===== config.mk =====
export PLATFORM = sky130hd
export DESIGN_NAME = smartlock_param
export DESIGN_NICKNAME = d
export VERILOG_FILES = /design/src/rtl/smartlock_pkg.sv /design/src/rtl/smartlock_param_button_edge.sv /design/src/rtl/smartlock_param.sv
export SDC_FILE = /design/constraint.sdc
export NUM_CORES = 1
export LEC_CHECK = 0
export ABC_AREA = 1
export BUFFER_PORTS_ARGS = -buffer_cell sky130_fd_sc_hd__clkbuf_2
export CORE_MARGIN = 8
export CORE_UTILIZATION = 61
export CTS_CLUSTER_SIZE = 24
export DETAILED_ROUTE_END_ITERATION = 8
export GPL_TIMING_DRIVEN = 0
export PLACE_DENSITY = 0.8
export SYNTH_ARGS = -nofsm -noshare
export SYNTH_HDL_FRONTEND = slang
export SYNTH_SLANG_ARGS = --single-unit

===== constraint.sdc =====
create_clock -name clk -period 5.37 [get_ports clk]
set_input_delay 0.8055 -clock clk [delete_from_list [all_inputs] [get_ports clk]]
set_output_delay 0.8055 -clock clk [all_outputs]
set_load 0.005 [all_outputs]

===== src/rtl/smartlock_pkg.sv =====
// Shared definitions for the parametrised keypad lock: state encoding,
// keypad geometry and a one-hot-to-digit helper.
package smartlock_pkg;

   typedef enum logic [2:0] {
      S_ENTRY   = 3'd0,
      S_OPEN    = 3'd1,
      S_PROG    = 3'd2,
      S_LOCKOUT = 3'd3
   } state_t;

   localparam int NUM_KEYS = 10;
   localparam int DIGIT_W  = 4;

   // Index of the lowest set key; only meaningful when exactly one is set.
   function automatic logic [DIGIT_W-1:0] key_encode(input logic [NUM_KEYS-1:0] keys);
      logic [DIGIT_W-1:0] idx;
      idx = '0;
      for (int i = NUM_KEYS - 1; i >= 0; i--) begin
         if (keys[i]) idx = DIGIT_W'(i);
      end
      return idx;
   endfunction

endpackage


===== src/rtl/smartlock_param_button_edge.sv =====
// Button edge detector: three-flop shift of the raw input, one-cycle pulse
// on the registered rising edge. A held button yields a single pulse.
module button_edge (
   input  logic clk,
   input  logic reset,
   input  logic in,
   output logic pulse
);

   logic r1, r2, r3;

   // Synchronise the raw button and keep one extra stage for edge detection
   always_ff @(posedge clk or posedge reset) begin
      if (reset) begin
         r1 <= 1'b0;
         r2 <= 1'b0;
         r3 <= 1'b0;
      end else begin
         r1 <= in;
         r2 <= r1;
         r3 <= r2;
      end
   end

   assign pulse = r2 & ~r3;

endmodule


===== src/rtl/smartlock_param.sv =====
// Parametrised keypad lock controller. Collects CODE_LEN digits, compares
// the whole entry against the stored code, locks out after MAX_TRIES
// failures and allows reprogramming while open.
// Optional feature macro: SMARTLOCK_AUTO_RELOCK_EN (open/program timeout).
module smartlock_param
   import smartlock_pkg::*;
#(
   parameter int          CODE_LEN       = 4,
   parameter logic [31:0] DEFAULT_CODE   = 32'h0000_2479,
   parameter int          MAX_TRIES      = 3,
   parameter int          LOCKOUT_CYCLES = 1000,
   parameter int          RELOCK_CYCLES  = 5000
) (
   input  logic                clk,
   input  logic                reset,
   input  logic [NUM_KEYS-1:0] key_in,
   input  logic                clear_in,
   input  logic                prog_in,
   output logic                out,
   output logic                locked_out,
   output logic                prog_mode,
   output logic [3:0]          digit_cnt,
   output logic [3:0]          fail_cnt
);

   localparam int CODE_W = CODE_LEN * DIGIT_W;
   localparam int DCNT_W = $clog2(CODE_LEN + 1);
   localparam int FCNT_W = $clog2(MAX_TRIES + 1);
   localparam int LT_W   = (LOCKOUT_CYCLES > 1) ? $clog2(LOCKOUT_CYCLES) : 1;

   localparam logic [DCNT_W-1:0] LAST_DIGIT = DCNT_W'(CODE_LEN - 1);
   localparam logic [FCNT_W-1:0] FAIL_LAST  = FCNT_W'(MAX_TRIES - 1);
   localparam logic [FCNT_W-1:0] FAIL_MAX   = FCNT_W'(MAX_TRIES);
   localparam logic [LT_W-1:0]   LOCK_LOAD  = LT_W'(LOCKOUT_CYCLES - 1);

   // Nibble at a given position of a packed code (position 0 = least significant)
   function automatic logic [DIGIT_W-1:0] nibble_at(input logic [CODE_W-1:0] word, input int pos);
      logic [CODE_W-1:0] sh;
      sh = word >> (DIGIT_W * pos);
      return sh[DIGIT_W-1:0];
   endfunction

   logic [NUM_KEYS+1:0] raw_vec, pulse_vec;
   logic [NUM_KEYS-1:0] key_p;
   logic                clear_p, prog_p;

   assign raw_vec = {prog_in, clear_in, key_in};

   for (genvar g = 0; g < NUM_KEYS + 2; g++) begin : g_btn
      button_edge u_btn (
         .clk   (clk),
         .reset (reset),
         .in    (raw_vec[g]),
         .pulse (pulse_vec[g])
      );
   end

   assign key_p   = pulse_vec[NUM_KEYS-1:0];
   assign clear_p = pulse_vec[NUM_KEYS];
   assign prog_p  = pulse_vec[NUM_KEYS+1];

   state_t              state;
   logic [CODE_W-1:0]   code_r, shadow_r, shadow_nx;
   logic [DCNT_W-1:0]   digit_cnt_r;
   logic [FCNT_W-1:0]   fail_cnt_r;
   logic                mismatch_r;
   logic [LT_W-1:0]     lock_tmr;
   logic                digit_evt, digit_ok, digit_miss, last_digit, relock_expired;
   logic [DIGIT_W-1:0]  digit_val;
   int                  code_pos;

`ifdef SMARTLOCK_AUTO_RELOCK_EN
   localparam int RT_W = (RELOCK_CYCLES > 1) ? $clog2(RELOCK_CYCLES) : 1;
   localparam logic [RT_W-1:0] RELOCK_LOAD = RT_W'(RELOCK_CYCLES - 1);
   logic [RT_W-1:0] relock_tmr;
   assign relock_expired = (relock_tmr == '0);
`else
   assign relock_expired = 1'b0;
`endif

   // The first digit entered lives in the most significant used nibble
   assign digit_evt  = |key_p;
   assign digit_ok   = $onehot(key_p);
   assign digit_val  = key_encode(key_p);
   assign code_pos   = CODE_LEN - 1 - int'(digit_cnt_r);
   assign digit_miss = !digit_ok || (digit_val != nibble_at(code_r, code_pos));
   assign last_digit = (digit_cnt_r == LAST_DIGIT);

   // Shadow code with the current digit merged in at its position
   always_comb begin
      shadow_nx = (shadow_r & ~(CODE_W'(4'hF) << (DIGIT_W * code_pos)))
                | (CODE_W'(digit_val) << (DIGIT_W * code_pos));
   end

   // Lock FSM with counters, timers, code storage and registered state decodes
   always_ff @(posedge clk or posedge reset) begin
      if (reset) begin
         state       <= S_ENTRY;
         code_r      <= DEFAULT_CODE[CODE_W-1:0];
         shadow_r    <= '0;
         digit_cnt_r <= '0;
         fail_cnt_r  <= '0;
         mismatch_r  <= 1'b0;
         lock_tmr    <= '0;
         out         <= 1'b0;
         locked_out  <= 1'b0;
         prog_mode   <= 1'b0;
`ifdef SMARTLOCK_AUTO_RELOCK_EN
         relock_tmr  <= '0;
`endif
      end else begin
         case (state)
            S_ENTRY: begin
               if (clear_p) begin
                  digit_cnt_r <= '0;
                  mismatch_r  <= 1'b0;
               end else if (digit_evt) begin
                  if (last_digit) begin
                     digit_cnt_r <= '0;
                     mismatch_r  <= 1'b0;
                     if (!(mismatch_r || digit_miss)) begin
                        state      <= S_OPEN;
                        out        <= 1'b1;
                        fail_cnt_r <= '0;
`ifdef SMARTLOCK_AUTO_RELOCK_EN
                        relock_tmr <= RELOCK_LOAD;
`endif
                     end else if (fail_cnt_r == FAIL_LAST) begin
                        state      <= S_LOCKOUT;
                        locked_out <= 1'b1;
                        lock_tmr   <= LOCK_LOAD;
                        fail_cnt_r <= FAIL_MAX;
                     end else begin
                        fail_cnt_r <= fail_cnt_r + 1'b1;
                     end
                  end else begin
                     digit_cnt_r <= digit_cnt_r + 1'b1;
                     mismatch_r  <= mismatch_r | digit_miss;
                  end
               end
            end
            S_OPEN: begin
               if (clear_p || relock_expired) begin
                  state <= S_ENTRY;
                  out   <= 1'b0;
               end else if (prog_p) begin
                  state       <= S_PROG;
                  out         <= 1'b0;
                  prog_mode   <= 1'b1;
                  digit_cnt_r <= '0;
               end
`ifdef SMARTLOCK_AUTO_RELOCK_EN
               if (!relock_expired) relock_tmr <= relock_tmr - 1'b1;
`endif
            end
            S_PROG: begin
               if (clear_p) begin
                  state       <= S_OPEN;
                  out         <= 1'b1;
                  prog_mode   <= 1'b0;
                  digit_cnt_r <= '0;
               end else if (relock_expired) begin
                  state       <= S_ENTRY;
                  prog_mode   <= 1'b0;
                  digit_cnt_r <= '0;
               end else if (digit_evt) begin
                  if (!digit_ok || last_digit) begin
                     if (digit_ok) code_r <= shadow_nx;
                     state       <= S_OPEN;
                     out         <= 1'b1;
                     prog_mode   <= 1'b0;
                     digit_cnt_r <= '0;
                  end else begin
                     shadow_r    <= shadow_nx;
                     digit_cnt_r <= digit_cnt_r + 1'b1;
                  end
               end
`ifdef SMARTLOCK_AUTO_RELOCK_EN
               if (clear_p || digit_evt) relock_tmr <= RELOCK_LOAD;
               else if (!relock_expired) relock_tmr <= relock_tmr - 1'b1;
`endif
            end
            S_LOCKOUT: begin
               if (lock_tmr == '0) begin
                  state      <= S_ENTRY;
                  locked_out <= 1'b0;
                  fail_cnt_r <= '0;
               end else begin
                  lock_tmr <= lock_tmr - 1'b1;
               end
            end
            default: begin
               state       <= S_ENTRY;
               out         <= 1'b0;
               locked_out  <= 1'b0;
               prog_mode   <= 1'b0;
               digit_cnt_r <= '0;
               mismatch_r  <= 1'b0;
            end
         endcase
      end
   end

   assign digit_cnt = 4'(digit_cnt_r);
   assign fail_cnt  = 4'(fail_cnt_r);

endmodule

==> run summary <==
========================================================================================
Run status                                                                  finished, final reports clean
Antenna-violating nets left                                                            0
Most frequent standard cell in the layout excluding fill and tap cells           nand2_1
Source-to-sink clock delay at the later pin of the worst-skew pair                360 ps
Vias post-DR                                                                        3337
Leakage Power                                                                 0.00246 uW
Switching fraction of total power                                                  0.397
Final routed wire length divided by cell count                                   12.6 um
Number of max-slew violations in the final report                                      0
Net switching power                                                               829 uW
Post-route DRC violation count                                                         0
Share of total power in sequential cells                                           0.420
Min-delay worst type                                                          reg -> reg
Count of cells along the worst register-to-register path                              16
Minimum clock period after layout                                                4250 ps
Vias in the first global route                                                      3386
Total number of clock tree sinks                                                      89
Maximum number of pins on one net before global-route repair                          72
Number of clock buffers inserted by TritonCTS                                          9
Number of search-and-repair iterations in the first detailed-routing pass              4
TritonCTS clock tree                                                                done
Number of placed cells counting well taps                                            636
Post-synthesis cell count                                                            516
Detailed-route wire length                                                       8240 um
Hold path cells                                                                        0
Final worst-path cycle share                                                       0.791
Post-synthesis instance area                                                    4350 um2
Clock root cell                                                                 clkbuf_8
Average via count per standard cell                                                 5.12
Pre-CTS setup slack                                                              1150 ps
Global-route wire length before repair                                          14500 um
Final estimated routing congestion in global placement                             0.859
Maximum resistive drop on vdd                                                   0.200 mV
CORE AREA                                                                       6830 um2
Endpoint type of the worst setup path                                               flop
Clock tree skew after final layout                                               9.77 ps
Worst slack on hold paths                                                         344 ps
CP Launch Type                                                                      flop
Proportion of layout cells with a drive suffix above 1                             0.140
Fraction of power consumed by combinational cells                                  0.386
Number of distinct library cells after synthesis                                      35
Average cell area after synthesis                                               8.43 um2
Synth-to-Final Area Change                                                         10.0%
Count of buffers added by post-CTS timing repair for setup                             0
Number of fill cells in the layout                                                   528
Worst-path fanout max                                                                 10
CP Class                                                                      reg -> reg
Die outline width                                                                 100 um
Global-route usage over all layers                                                 0.179
F_max                                                                          0.235 GHz
Num rows                                                                              30
Arrival time at the worst endpoint                                               4500 ps
Inserted Diodes                                                                        0
Number of instances resized during post-cts repair                                     0
Yosys warning total                                                                    0
Height of the die                                                                 100 um
Sequential element share of the synthesized area                                   0.514
Most frequent cells in the layout                                           nand2_1 (185), dfrtp_1 (82), inv_1 (61)
Final setup viols                                                                      0
Detailed router's first-iteration violation count                                    111
Worst-case clock buffer depth                                                          2
Boundary pin count                                                                    25
Initial standard-cell utilization of the core                                      0.637
Half-perimeter wire length of the detailed placement result                      6210 um
Number of nets in the final layout                                                   583
Flop and latch count out of synthesis                                                 89
Post-CTS Hold Fix Bufs                                                                 0
Power density over the cells                                                  436 nW/um2
Post-route worst setup slack                                                     1120 ps
Antenna violations before repair                                                       0
Count of non-filler cells in the finished layout                                     652
Required time reported for the critical path endpoint                            5620 ps
Number of max-cap violations                                                           0
Clock transition at path regs                                                      80 ps
Hold Violations, Final                                                                 0
Number of H-tree branching levels                                                      3
Internal Power                                                                   1260 uW
Unrepaired setup endpoints after global routing                                    false
Total Neg Setup Slack                                                               0 ps
Area of the die                                                                10100 um2
Portion of total power attributed to the clock network                             0.194
Global route overflow                                                                  0
Port Buffer Count                                                                     21
========================================================================================
## metal layers
layer | wire length [um] | up-vias | GRT usage
met5 | 0 | - | 0
met4 | 102 | 0 | 0.0721
met3 | 370 | 11 | 0.0414
met2 | 4200 | 49 | 0.313
met1 | 3570 | 1601 | 0.207
li1 | - | 1676 | -
## cells by family after synthesis
logic type,count (synthesis),share of synthesized area
xor+xnor,2,0.00403
compound gates,57,0.0705
fa+ha+maj,18,0.0621
buf+inv,80,0.0774
simple gates,269,0.271
other cells,1,0.000862
flops,89,0.514
## power by group through the flow
stage | clock [uW] | sequential [uW] | combinational, uW
floorplan | 0 | 873 | 626
global placement | 0 | 885 | 761
detailed placement | 0 | 890 | 805
CTS | 414 | 877 | 813
global route | 440 | 894 | 923
finish | 405 | 877 | 805
## flip-flops by register name (all words and copies together) (netlist names)
| name | flops |
|---|---|
| code_r | 16 |
| shadow_r | 16 |
| g_btn.u_btn.r1 | 12 |
| g_btn.u_btn.r2 | 12 |
| g_btn.u_btn.r3 | 12 |
| lock_tmr | 10 |
| digit_cnt_r | 3 |
| fail_cnt_r | 2 |
| state | 2 |
| locked_out | 1 |
| mismatch_r | 1 |
| out | 1 |
| prog_mode | 1 |
## cell type report
type	count	area, um2	share of cell area
inverters	67	254	0.0531
well taps	96	120	0.0251
clock inverters	5	41.3	0.00863
multi-input cells	349	1790	0.373
flip-flops and latches	89	2240	0.467
plain buffers	13	85.1	0.0178
clock buffers	11	131	0.0275
repair buffers	22	133	0.0277
## metrics by stage
step	total power (uW)	util	cell area [um2]
after floorplan	1500	-	4360
after global placement	1650	0.671	4580
after detailed placement	1700	0.675	4610
after CTS	2100	0.701	4790
after global routing	2260	0.701	4790
final	2090	0.701	4790
## synthesized netlist by cell type, drive strengths merged
| cell | n | area, um2 |
|---|---|---|
| nand3 | 39 | 263 |
| xor2 | 2 | 17.5 |
| nor3 | 3 | 15.0 |
| a22oi | 1 | 7.51 |
| o21ai | 44 | 220 |
| o211a | 1 | 10.0 |
| clkinv | 1 | 3.75 |
| dfrtp | 82 | 2050 |
| clkbuf | 4 | 15.0 |
| inv | 66 | 248 |
| conb | 1 | 3.75 |
| o211ai | 2 | 15.0 |
| o21a | 1 | 7.51 |
| nand4 | 3 | 18.8 |
| ha | 12 | 150 |
| buf | 9 | 70.1 |
| nand2 | 190 | 736 |
| nor2 | 33 | 141 |
| fa | 6 | 120 |
| or2 | 1 | 6.26 |
| dfstp | 7 | 184 |
| o22ai | 1 | 6.26 |
| a31oi | 1 | 6.26 |
| a21oi | 6 | 33.8 |
## critical path: stages (launching register included)
cell and delay [ps]:
dfrtp_1 370, inv_1 50, nand2_1 130, fa_1 540, fa_1 550, inv_1 50
fa_1 530, ha_1 180, inv_1 60, fa_1 480, o211a_1 150, nand3_1 110
nor2_1 370, inv_2 150, clkbuf_1 250, nand2_1 110, nand2_1 50
## path summary, 6_finish.rpt
path	startpoint	endpoint	slack, ps
worst min register to register	g_btn[10].u_btn.r1	g_btn[10].u_btn.r2	340
min in group asynchronous	reset	g_btn[6].u_btn.r3	360
max in group asynchronous	reset	code_r[3]	4350
worst max register to register	g_btn[0].u_btn.r3	code_r[11]	1120
worst max-delay path	g_btn[0].u_btn.r3	code_r[11]	1120
worst min-delay path	g_btn[10].u_btn.r1	g_btn[10].u_btn.r2	340
No activity file was read; power rests on OpenSTA's default activity.
